**src/rtl/branch_predictor_pkg.sv**
```systemverilog
// Shared constants for the tournament branch predictor: table geometry and
// 2-bit counter / chooser encodings, plus the saturating step helper.
package branch_predictor_pkg;

  localparam int PRED_TABLE_BIT = 6;

  typedef enum logic [1:0] {
    CNT_SNT = 2'd0,
    CNT_WNT = 2'd1,
    CNT_WT  = 2'd2,
    CNT_ST  = 2'd3
  } cnt_e;

  // Chooser MSB set selects the gshare table.
  typedef enum logic [1:0] {
    CH_LOCAL_STRONG  = 2'd0,
    CH_LOCAL_WEAK    = 2'd1,
    CH_GLOBAL_WEAK   = 2'd2,
    CH_GLOBAL_STRONG = 2'd3
  } chooser_e;

  function automatic logic [1:0] sat_step(input logic [1:0] c, input logic up);
    if (up) return (c == CNT_ST)  ? c : c + 2'd1;
    else    return (c == CNT_SNT) ? c : c - 2'd1;
  endfunction

endpackage

```
**src/rtl/branch_predictor_pred_counter_table.sv**
```systemverilog
// 2**PTB x 2-bit saturating counter array: one combinational lookup port and
// one inc/dec port whose pre-update value is exposed for the chooser rule.
module pred_counter_table
  import branch_predictor_pkg::*;
#(
  parameter int         PTB      = PRED_TABLE_BIT,
  parameter logic [1:0] CNT_INIT = CNT_WNT
) (
  input  logic           clk_in,
  input  logic           rst_n_in,
  input  logic [PTB-1:0] rd_ind,
  output logic [1:0]     rd_cnt,
  input  logic [PTB-1:0] wr_ind,
  input  logic           inc,
  input  logic           dec,
  output logic [1:0]     wr_cnt
);

  localparam int DEPTH = 1 << PTB;

  logic [1:0] cnt [DEPTH];

  assign rd_cnt = cnt[rd_ind];
  assign wr_cnt = cnt[wr_ind];

  always_ff @(posedge clk_in or negedge rst_n_in) begin
    if (!rst_n_in) begin
      for (int i = 0; i < DEPTH; i++) cnt[i] <= CNT_INIT;
    end else if (inc ^ dec) begin
      cnt[wr_ind] <= sat_step(cnt[wr_ind], inc);
    end
  end

endmodule

```
**src/rtl/branch_predictor.sv**
```systemverilog
// Tournament (local / gshare) direction predictor: zero-cycle lookup,
// speculative + committed global history, commit-time training and stats.
module branch_predictor
  import branch_predictor_pkg::*;
#(
  parameter int         PTB      = PRED_TABLE_BIT,
  parameter logic [1:0] CNT_INIT = CNT_WNT
) (
  input  logic           clk_in,
  input  logic           rst_n_in,
  input  logic           rdy_in,
  input  logic           query_valid,
  input  logic [31:0]    query_pc,
  output logic           pred_out,
  output logic [PTB-1:0] g_ind_out,
  output logic [PTB-1:0] l_ind_out,
  input  logic           br_ready,
  input  logic           br_res,
  input  logic           br_correct,
  input  logic [PTB-1:0] br_g_ind,
  input  logic [PTB-1:0] br_l_ind,
  input  logic           clear_in,
  output logic [31:0]    stat_br_out,
  output logic [31:0]    stat_miss_out
);

  logic [PTB-1:0] spec_ghr, commit_ghr, commit_ghr_nxt;
  logic [1:0]     g_rd, l_rd, c_rd, g_wr, l_wr, c_wr_unused;
  logic           upd, g_hit, l_hit, ch_inc, ch_dec;
  logic           unused_pc;

  assign unused_pc = ^{query_pc[31:PTB+2], query_pc[1:0], c_wr_unused};

  assign l_ind_out = query_pc[PTB+1:2];
  assign g_ind_out = query_pc[PTB+1:2] ^ spec_ghr;
  assign pred_out  = c_rd[1] ? g_rd[1] : l_rd[1];

  assign upd   = br_ready & rdy_in;
  assign g_hit = (g_wr[1] == br_res);
  assign l_hit = (l_wr[1] == br_res);
  // Chooser only moves when exactly one component was right.
  assign ch_inc = upd & g_hit & ~l_hit;
  assign ch_dec = upd & l_hit & ~g_hit;

  pred_counter_table #(.PTB(PTB), .CNT_INIT(CNT_INIT)) u_gtab (
    .clk_in(clk_in), .rst_n_in(rst_n_in),
    .rd_ind(g_ind_out), .rd_cnt(g_rd),
    .wr_ind(br_g_ind), .inc(upd & br_res), .dec(upd & ~br_res), .wr_cnt(g_wr)
  );

  pred_counter_table #(.PTB(PTB), .CNT_INIT(CNT_INIT)) u_ltab (
    .clk_in(clk_in), .rst_n_in(rst_n_in),
    .rd_ind(l_ind_out), .rd_cnt(l_rd),
    .wr_ind(br_l_ind), .inc(upd & br_res), .dec(upd & ~br_res), .wr_cnt(l_wr)
  );

  pred_counter_table #(.PTB(PTB), .CNT_INIT(CH_LOCAL_WEAK)) u_chooser (
    .clk_in(clk_in), .rst_n_in(rst_n_in),
    .rd_ind(l_ind_out), .rd_cnt(c_rd),
    .wr_ind(br_l_ind), .inc(ch_inc), .dec(ch_dec), .wr_cnt(c_wr_unused)
  );

  assign commit_ghr_nxt = upd ? {commit_ghr[PTB-2:0], br_res} : commit_ghr;

  always_ff @(posedge clk_in or negedge rst_n_in) begin
    if (!rst_n_in) begin
      spec_ghr      <= '0;
      commit_ghr    <= '0;
      stat_br_out   <= '0;
      stat_miss_out <= '0;
    end else if (rdy_in) begin
      commit_ghr <= commit_ghr_nxt;
      // A flush restores history from the commit side, dropping any same-cycle query.
      if (clear_in)         spec_ghr <= commit_ghr_nxt;
      else if (query_valid) spec_ghr <= {spec_ghr[PTB-2:0], pred_out};
      if (br_ready) begin
        stat_br_out <= stat_br_out + 32'd1;
        if (!br_correct) stat_miss_out <= stat_miss_out + 32'd1;
      end
    end
  end

endmodule

```
**config.mk**
```make
export PLATFORM = sky130hd
export DESIGN_NAME = branch_predictor
export DESIGN_NICKNAME = d
export VERILOG_FILES = /design/src/rtl/branch_predictor_pkg.sv /design/src/rtl/branch_predictor_pred_counter_table.sv /design/src/rtl/branch_predictor.sv
export SDC_FILE = /design/constraint.sdc
export NUM_CORES = 1
export LEC_CHECK = 0
export ABC_AREA = 0
export BUFFER_PORTS_ARGS = -buffer_cell sky130_fd_sc_hd__buf_2
export CAP_MARGIN = 15
export CORE_MARGIN = 3
export CORE_UTILIZATION = 41
export DETAILED_ROUTE_END_ITERATION = 6
export PLACE_DENSITY = 0.61
export SLEW_MARGIN = 40
export SYNTH_ARGS = -nofsm -noshare
export SYNTH_HDL_FRONTEND = slang
export SYNTH_SLANG_ARGS = --single-unit
```
**constraint.sdc**
```tcl
create_clock -name clk_in -period 6.5 [get_ports clk_in]
set_clock_uncertainty 0.1 [all_clocks]
set_input_delay 1.95 -clock clk_in [delete_from_list [all_inputs] [get_ports clk_in]]
set_output_delay 1.95 -clock clk_in [all_outputs]
set_load 0.05 [all_outputs]
```
==> flow_summary_export.csv, run 1 <==
group,metric,value,unit
detailed_routing,wl_per_cell,23.90,microns
power_and_ir_drop,cellLeakagePower,11.60,nW
synth,syn_avg_cell_area,11.89,sq um
detailed_routing,ant_nets,0,
finish,stdcell_area,0.02748,sq mm
critical_path,reg2reg_depth,8,
critical_path,crit_type,"in2out",
critical_path,worstPathRequired,4.45,ns
critical_path,reg2reg_to,"u_ltab.cnt[115]$_DFFE_PN0P_",
synth,netlist_area,0.02382,sq mm
synth,synth_flop_cell,"dfrtp_1",
critical_path,cp_slowest_stage_delay,0.69,ns
clock_tree,clkLatencyLatePin,0.60,ns
synth,synth_edf_count,0,
finish,final.fill_count,5037,
grt,grt_pass1_vias,17940,
grt,grt_max_degree,110,
sta,max_freq,154.5,MHz
synth,synth.distinct_cells,68,
placed_design,io_buffers,102,
die,io_pins,129,
die,fp-row-count,87,
finish,drive_gt1_share,41.32,%
placed_design,placed_area,0.02556,sq mm
die,floorplan.initialDensity,41.83,%
critical_path,cp-end-kind,"output pin",
synth,ys_ff_latch,460,
run_status,status,"finished clean",
sta,finalHoldViolations,0,
placed_design,dp_hpwl,46.64,mm
clock_tree,htree_levels,2,
critical_path,worstPathArrival,4.42,ns
die,core_area,0.05693,sq mm
synth,netlist_top_cells_count,"mux2_2, dfrtp_1, dfstp_2",
critical_path,cp_top_family,"compound AO/OA/AOI/OAI gates",
power_and_ir_drop,internal_power,5.074,mW
sta,post-route-min-period,6.474,ns
sta,rsz0062_at_grt,"yes",
critical_path,reg2reg_slack,2.90,ns
flow_run,maxCapViolCount,0,
grt,track_usage,22.62,%
critical_path,crit_chain,"buf_6 > buf_12 > buf_12 > buf_12 > buf_12 > mux4_2 > a22oi_1 > a21oi_1 > o41ai_2 > nand2b_4 > buf_12",
synth,synth_top_area_share,28.16,%
synth,synth_seq_area_share,49.34,%
critical_path,crit_top_cell,"buf_12",
sta,whs,0.3690,ns
worst_hold_path,hold_depth,1,
finish,final_util,48.27,%
synth,synthCells,2003,
die,die_w,247.0,microns
synth,synth-warning-count,0,
critical_path,startpoint_type,"input pin",
critical_path,path_depth,11,
power_and_ir_drop,switchingPower,1.893,mW
grt,antenna_found_initial,4,
power_and_ir_drop,p_sw_share,27.17,%
critical_path,cp_slowest_cell,"o41ai_2",
critical_path,rr_startpoint,"u_ltab.cnt[25]$_DFFE_PN0P_",
power_and_ir_drop,power,6.967,mW
clock_tree,cts-hold-fix-buffers,0,
synth,synth_area_leaders,"dfrtp_1, dfstp_2, mux2_2",
placed_design,gp_congestion,0.8925,
clock_tree,cts_tree,"yes",
grt,grt_overflow,0,
detailed_routing,drc,0,
power_and_ir_drop,combPwrFrac,13.3,%
die,fp.dieH,247.0,microns
worst_hold_path,hp-class,"reg2reg",
power_and_ir_drop,pwr-share-seq,44.2,%
detailed_routing,wirelength,69.30,mm
sta,relSlewSlack,38.27,%
clock_tree,clock_sinks,460,
grt,grt_pass1_wl,107.5,mm
power_and_ir_drop,ir_drop,0.2222,mV
synth,syn_nets,2057,
detailed_routing,num_vias,17700,
worst_hold_path,hp-start,"stat_br_out[31]$_DFFE_PN0P_",
sta,finalSetupViolations,0,
finish,area_delta_synth_final,15.39,%
power_and_ir_drop,p_clk_share,42.4,%
clock_tree,clock-root-buffer,"clkbuf_16",
synth,async_reset_ff_share,100.0,%
die,die-area,0.06102,sq mm
detailed_routing,first_iter_violations,1484,
critical_path,cp_max_fo,4,
detailed_routing,firstDrtPassIters,6,
sta,fin_crit_sh,99.60,%
sta,tightest_slew,0.9210,ns
power_and_ir_drop,powerDensity,253.5,mW/mm^2
finish,finalNetCount,2154,
critical_path,crit_buf_inv,6,
clock_tree,cts.clk_slew.worst_paths,0.06,ns
synth,yosysMostFrequentCell,"mux2_2",
detailed_routing,vias_per_cell,6.102,
synth,synth_top_cell_by_area,"dfrtp_1",
clock_tree,cts_buffers,51,
clock_tree,clock_path_buffers,3,
worst_hold_path,worstHoldEndpoint,"stat_br_out[31]$_DFFE_PN0P_",
sta,slew_violations,0,
## registers in the layout, indices dropped and copies added (netlist names)
| register | flops |
|---|---|
| u_chooser.cnt | 128 |
| stat_br_out | 32 |
| stat_miss_out | 32 |
| u_ltab.cnt | 128 |
| spec_ghr | 6 |
| commit_ghr | 6 |
| u_gtab.cnt | 128 |
## routing by layer
layer / share of wire [%] / vias to the layer above / GRT usage (%)
li1: - / 7630 / -
met1: 43 / 9115 / 31.03
met2: 47 / 759 / 36.00
met3: 6.9 / 187 / 3.828
met4: 3.6 / 4 / 8.684
met5: 0.038 / - / 0
## worst register-to-register path, stage by stage, from the launching register on
cell and delay (ns):
dfrtp_1 0.41, mux4_2 0.46, mux2i_1 0.21, o22ai_1 0.13
a211oi_1 0.29, nand3_1 0.49, maj3_2 0.65, buf_4 0.35
mux2_2 0.39
## metrics by stage
step           setup TNS, ns  instances  worst slack, ns
3_3_place_gp         -0.3206       2790          -0.3206
2_1_floorplan              0       2003          0.01290
6_report                   0       2900          0.02623
3_5_place_dp         -0.3142       2792          -0.3142
4_1_cts                    0       2894         0.002042
5_1_grt             -0.04215       2900         -0.04215
## area by class of cell
cell class	count	area, sq um	area share (%)
inverters	15	56.30	0.2049
multi-input cells	1376	11440	41.63
flip-flops and latches	460	11750	42.76
repair buffers	196	1560	5.677
diodes	2	5.005	0.01821
well taps	756	945.9	3.442
clock inverters	18	216.5	0.7877
clock buffers	77	1505	5.477
## how the worst max path moves through the flow
stage               end        start
2_1_floorplan  pred_out  query_pc[2]
5_1_grt        pred_out  query_pc[2]
4_1_cts        pred_out  query_pc[2]
3_3_place_gp   pred_out  query_pc[2]
6_report       pred_out  query_pc[2]
3_5_place_dp   pred_out  query_pc[2]
## cell families (layout without fill, tap and decap cells)
group	after synthesis	count (layout)	synth area share, %
AO/OA/AOI/OAI	402	402	10.36
XOR/XNOR	70	70	2.637
adder cells (fa/ha/maj)	6	6	0.2889
buffers and inverters	167	306	3.247
flip-flops	460	460	49.34
multiplexers	436	436	25.00
other	0	2	0
AND/OR/NAND/NOR	462	462	9.131
## layout by cell type (no fill, tap or decap), drive strengths merged, types with 19 or more instances in the layout
cell type,count
xor2,19
a221oi,33
nor2,89
mux2,287
dfstp,192
mux4,98
a22oi,30
xnor2,51
a21oi,21
mux2i,51
dfrtp,268
nand2,173
o31ai,36
and3,21
nand3,77
o21ai,222
buf,195
clkbuf,78
## power by group through the flow
stage                     registers (mW)  logic (mW)  clock network (mW)
after floorplan                     3.21       0.467                   0
after global placement              3.12       0.890                   0
after detailed placement            3.13       0.906                   0
after CTS                           3.08       0.914                3.02
after global routing                3.10       0.988                3.13
final                               3.08       0.930                2.95
## timing repair
action	in CTS	in global routing
gates cloned	0	1
endpoints found under the setup margin	1	1
resized for setup	1	8
pin swaps	1	2
setup buffers	7	3
Note: power is estimated with default switching activity, not from simulation.
==> run 2: changes to the inputs <==
--- a/config.mk
+++ b/config.mk
@@ -6,12 +6,12 @@
 export NUM_CORES = 1
 export LEC_CHECK = 0
 export ABC_AREA = 0
-export BUFFER_PORTS_ARGS = -buffer_cell sky130_fd_sc_hd__buf_2
 export CAP_MARGIN = 15
 export CORE_MARGIN = 3
-export CORE_UTILIZATION = 41
+export CORE_UTILIZATION = 45
 export DETAILED_ROUTE_END_ITERATION = 6
-export PLACE_DENSITY = 0.61
+export DONT_BUFFER_PORTS = 1
+export PLACE_DENSITY = 0.64
 export SLEW_MARGIN = 40
 export SYNTH_ARGS = -nofsm -noshare
 export SYNTH_HDL_FRONTEND = slang
==> flow_summary_export.csv, run 2 (synthesis results as in run 1) <==
group,metric,value,unit
clock_tree,clkLatencyLatePin,0.61,ns
detailed_routing,ant_nets,0,
die,die_w,236.1,microns
grt,grt_pass1_vias,17410,
power_and_ir_drop,cellLeakagePower,10.75,nW
grt,grt_max_degree,461,
critical_path,crit_type,"in2out",
critical_path,worstPathRequired,4.45,ns
die,die-area,0.05572,sq mm
grt,antenna_found_initial,0,
detailed_routing,vias_per_cell,6.464,
flow_run,maxCapViolCount,0,
sta,rsz0062_at_grt,"no",
detailed_routing,wirelength,67.27,mm
clock_tree,clock_sinks,460,
critical_path,reg2reg_slack,2.79,ns
grt,grt_pass1_wl,104.8,mm
clock_tree,cts_tree,"yes",
finish,final_common_cell,"mux2_2",
power_and_ir_drop,p_sw_share,25.92,%
power_and_ir_drop,switchingPower,1.740,mW
clock_tree,cts.clk_slew.worst_paths,0.06,ns
clock_tree,htree_levels,2,
power_and_ir_drop,pwr-share-seq,47.6,%
finish,final_util,50.55,%
detailed_routing,num_vias,17290,
critical_path,rr_startpoint,"u_gtab.cnt[9]$_DFFE_PN0P_",
die,floorplan.initialDensity,45.96,%
critical_path,reg2reg_to,"u_chooser.cnt[44]$_DFFE_PN1P_",
clock_tree,cts_buffers,50,
sta,relSlewSlack,33.52,%
finish,layout_common_cells,"mux2_2, dfrtp_1, dfstp_2, o21ai_0, nand2_1",
clock_tree,clock-root-buffer,"clkbuf_16",
sta,whs,0.3713,ns
placed_design,gp_congestion,0.9046,
detailed_routing,firstDrtPassIters,6,
die,fp.dieH,236.1,microns
finish,area_delta_synth_final,9.997,%
finish,final_cells,2674,
critical_path,worstPathArrival,4.32,ns
run_status,status,"finished clean",
sta,fin_crit_sh,98.06,%
die,core_area,0.05182,sq mm
detailed_routing,wl_per_cell,25.16,microns
finish,top_regs,"u_chooser.cnt: 128 flops, u_gtab.cnt: 128 flops, u_ltab.cnt: 128 flops",
power_and_ir_drop,internal_power,4.971,mW
critical_path,cp_max_fo,34,
sta,max_freq,156.9,MHz
die,fp-row-count,83,
clock_tree,clock_path_buffers,3,
detailed_routing,drc,0,
critical_path,worstSetupEndpoint,"pred_out",
critical_path,startpoint_type,"input pin",
placed_design,dp_hpwl,42.94,mm
power_and_ir_drop,powerDensity,256.2,mW/mm^2
finish,drive_gt1_share,36.66,%
sta,finalSetupViolations,0,
die,io_pins,129,
sta,setup-tns-final,0,ns
sta,slew_violations,0,
power_and_ir_drop,ir_drop,0.1904,mV
detailed_routing,first_iter_violations,1692,
grt,grt_overflow,0,
clock_tree,post_cts_resized,0,
grt,track_usage,23.75,%
placed_design,dp.cells,2578,
critical_path,cp-end-kind,"output pin",
worst_hold_path,hp-class,"reg2reg",
critical_path,startpoint,"query_pc[2]",
critical_path,reg2reg_depth,9,
sta,finalHoldViolations,0,
placed_design,io_buffers,0,
finish,finalNetCount,2006,
power_and_ir_drop,combPwrFrac,8.6,%
sta,tightest_slew,0.9935,ns
sta,post-route-min-period,6.374,ns
finish,antenna_cells,0,
power_and_ir_drop,p_clk_share,43.7,%
-- run 2: per-layer routing --
layer	vias up	GRT usage, %	share of wire [%]	wire, microns
met5	-	0	0	0
met4	0	10.07	4.2	2853
met3	197	4.653	7.1	4768
met2	816	38.04	48	32210
met1	8949	31.70	41	27440
li1	7324	-	-	-
-- run 2: area by class of cell --
class                      instances  area, sq um
fill                            4506        25620
sequential                       460        11750
multi-input combinational       1376        11440
clock buffer                      81         1499
tap                              680        850.8
timing repair buffer              49        411.6
clock inverter                    13        188.9
inverter                          15        56.30
-- run 2: power by group through the flow --
| stage | combinational (mW) | clock (mW) | sequential, mW |
|---|---|---|---|
| final | 0.579 | 2.93 | 3.20 |
| after detailed placement | 0.565 | 0 | 3.24 |
| after floorplan | 0.467 | 0 | 3.21 |
| after CTS | 0.568 | 2.99 | 3.20 |
| after global routing | 0.616 | 3.12 | 3.21 |
| after global placement | 0.553 | 0 | 3.24 |
-- run 2: what timing repair did --
action,4_1_cts,5_1_grt
endpoints found under the setup margin,0,1
buffers inserted,0,2
hold buffers,0,0
-- run 2: critical path, stage by stage --
cell      delay (ns)
mux4_2          0.50
a22o_1          0.27
a221oi_1        0.28
o22ai_1         0.17
nor3_1          0.49
o41ai_1         0.28
nand2b_2        0.32
-- run 2: worst min path at each step --
stage / cells after the start / end / start / slack (ns)
6_report: 2 / u_chooser.cnt[30]$_DFFE_PN1P_ / u_chooser.cnt[30]$_DFFE_PN1P_ / 0.37
5_1_grt: 2 / u_chooser.cnt[30]$_DFFE_PN1P_ / u_chooser.cnt[30]$_DFFE_PN1P_ / 0.39
2_1_floorplan: 2 / commit_ghr[5]$_DFFE_PN0P_ / commit_ghr[5]$_DFFE_PN0P_ / 0.34
4_1_cts: 2 / u_chooser.cnt[30]$_DFFE_PN1P_ / u_chooser.cnt[30]$_DFFE_PN1P_ / 0.37
3_3_place_gp: 2 / u_chooser.cnt[74]$_DFFE_PN1P_ / u_chooser.cnt[74]$_DFFE_PN1P_ / 0.36
3_5_place_dp: 2 / commit_ghr[5]$_DFFE_PN0P_ / commit_ghr[5]$_DFFE_PN0P_ / 0.36
-- run 2: stage by stage --
stage          setup slack, ns  total power [mW]  area [sq um]
6_report                0.1261             6.711         26200
5_1_grt                0.04412             6.938         26200
4_1_cts                0.04121             6.753         26160
3_5_place_dp           0.07209             3.809         24470
3_3_place_gp           0.08656             3.793         24400
2_1_floorplan          0.01290             3.675         23840
==> run 3: changes to the inputs <==
--- a/config.mk
+++ b/config.mk
@@ -15,4 +15,5 @@
 export SLEW_MARGIN = 40
 export SYNTH_ARGS = -nofsm -noshare
 export SYNTH_HDL_FRONTEND = slang
+export SYNTH_HIERARCHICAL = 1
 export SYNTH_SLANG_ARGS = --single-unit
==> flow_summary_export.csv, run 3 <==
group,metric,value,unit
run_status,status,"finished clean",
finish,final_common_cell,"nand2_1",
power_and_ir_drop,powerDensity,267.0,mW/mm^2
die,core_area,0.05814,sq mm
critical_path,startpoint_type,"input pin",
power_and_ir_drop,cellLeakagePower,11.34,nW
die,floorplan.initialDensity,45.76,%
die,fp-row-count,88,
critical_path,cp_top_family,"multiplexers",
clock_tree,cts.clk_slew.worst_paths,0.06,ns
grt,antenna_found_initial,2,
critical_path,cp_max_fo,34,
synth,netlist_area,0.02660,sq mm
placed_design,dp.cells,3241,
finish,final_util,49.96,%
die,die-area,0.06207,sq mm
placed_design,io_buffers,0,
clock_tree,cts_tree,"yes",
sta,tightest_slew,1.290,ns
clock_tree,clkLatencyLatePin,0.61,ns
clock_tree,clock_path_buffers,3,
detailed_routing,wl_per_cell,23.50,microns
die,io_pins,129,
detailed_routing,drc,0,
grt,track_usage,24.60,%
critical_path,cp_slowest_stage_delay,0.57,ns
sta,post-route-min-period,6.430,ns
clock_tree,cts-hold-fix-buffers,0,
critical_path,worstPathRequired,4.45,ns
detailed_routing,ant_nets,0,
synth,syn_avg_cell_area,10.06,sq um
clock_tree,post_cts_resized,0,
detailed_routing,firstDrtPassIters,5,
flow_run,maxCapViolCount,0,
critical_path,worstPathArrival,4.38,ns
sta,max_freq,155.5,MHz
critical_path,crit_top_cell,"mux4_2",
detailed_routing,num_vias,21650,
finish,seq_area,0.01175,sq mm
sta,relSlewSlack,14.00,%
clock_tree,clock-root-buffer,"clkbuf_16",
critical_path,crit_type,"in2out",
synth,synth-warning-count,6,
detailed_routing,met3_length,6.514,mm
die,die_w,249.1,microns
critical_path,cp-end-kind,"output pin",
finish,final_cells,3335,
detailed_routing,dr.max_layer_used,"met5",
sta,finalHoldViolations,0,
finish,layout_common_cells,"nand2_1, dfrtp_1, dfstp_2, o31ai_1, nor3_1",
clock_tree,cts_buffers,50,
grt,grt_max_degree,461,
sta,whs,0.3690,ns
detailed_routing,first_iter_violations,2428,
sta,setup-tns-final,0,ns
sta,fin_crit_sh,98.92,%
worst_hold_path,hp-class,"reg2reg",
finish,top_regs,"u_chooser/cnt: 128 flops, u_gtab/cnt: 128 flops, u_ltab/cnt: 128 flops",
grt,grt_pass1_vias,21080,
detailed_routing,wl_met1,33.36,mm
clock_tree,htree_levels,2,
detailed_routing,wl_met2,35.70,mm
placed_design,gp_congestion,0.8623,
finish,final.fill_count,5208,
detailed_routing,vias_per_cell,6.493,
finish,finalNetCount,2582,
sta,rsz0062_at_grt,"no",
critical_path,crit_buf_inv,1,
finish,antenna_cells,0,
placed_design,dp_hpwl,48.14,mm
finish,drive_gt1_share,23.35,%
critical_path,cp_slowest_cell,"mux4_2",
finish,area_delta_synth_final,9.186,%
die,fp.dieH,249.1,microns
clock_tree,clock_sinks,460,
grt,grt_overflow,0,
detailed_routing,wirelength,78.37,mm
sta,slew_violations,0,
synth,syn_nets,2699,
clock_tree,cts_setup_buffers,0,
sta,finalSetupViolations,0,
finish,multiInputGateArea,0.01367,sq mm
critical_path,crit_chain,"xor2_4 > buf_12 > mux4_2 > mux4_2 > mux4_2 > mux2_4",
power_and_ir_drop,power,7.756,mW
power_and_ir_drop,ir_drop,0.2092,mV
synth,synthCells,2645,
grt,grt_pass1_wl,123.7,mm
## run 3: path summary, 6_finish.rpt
check / start / end / slack (ns) / cells past startpoint
setup reg to reg: u_gtab/cnt[21]$_DFFE_PN0P_ / u_chooser/cnt[55]$_DFFE_PN0P_ / 1.69 / 14
hold / removal: u_chooser/cnt[106]$_DFFE_PN1P_ / u_chooser/cnt[106]$_DFFE_PN1P_ / 0.37 / 2
max in group asynchronous: rst_n_in / u_ltab/cnt[91]$_DFFE_PN0P_ / 4.30 / 0
min in group asynchronous: rst_n_in / stat_miss_out[16]$_DFFE_PN0P_ / 0.95 / 0
setup / recovery: query_pc[2] / pred_out / 0.07 / 6
hold reg to reg: u_chooser/cnt[106]$_DFFE_PN1P_ / u_chooser/cnt[106]$_DFFE_PN1P_ / 0.37 / 2
## run 3: stage by stage
step,area [sq um],setup slack [ns]
after floorplan,26640,0.003708
after global placement,27260,0.1305
after detailed placement,27310,0.1051
after CTS,29040,0.1034
after global routing,29050,0.04584
final,29050,0.07029
## run 3: area by class of cell
class,instances,share of cell area (%)
well taps,765,3.295
inverters,66,0.8529
repair buffers,78,2.365
clock inverters,18,0.8228
flip-flops and latches,460,40.46
clock buffers,76,5.126
multi-input cells,1872,47.08
## run 3: per-layer routing
layer,vias up,track usage (%)
li1,9672,-
met1,10840,34.36
met2,950,37.88
met3,185,5.366
met4,2,8.803
met5,-,0
## run 3: tightest hold or removal path, delay by kind of cell, from the launching register on
kind / cells / cell delay [ns]
and+or+nand+nor: 1 / 0.04
DFF: 1 / 0.36
AOI/OAI and AO/OA: 1 / 0.05
## run 3: where the power goes
part	total [mW]	internal [mW]	leakage, nW	switching [mW]
clock	3.00	1.78	0.849	1.22
sequential	3.56	3.19	5.45	0.368
combinational	1.20	0.523	5.04	0.674
total	7.76	5.50	11.3	2.26
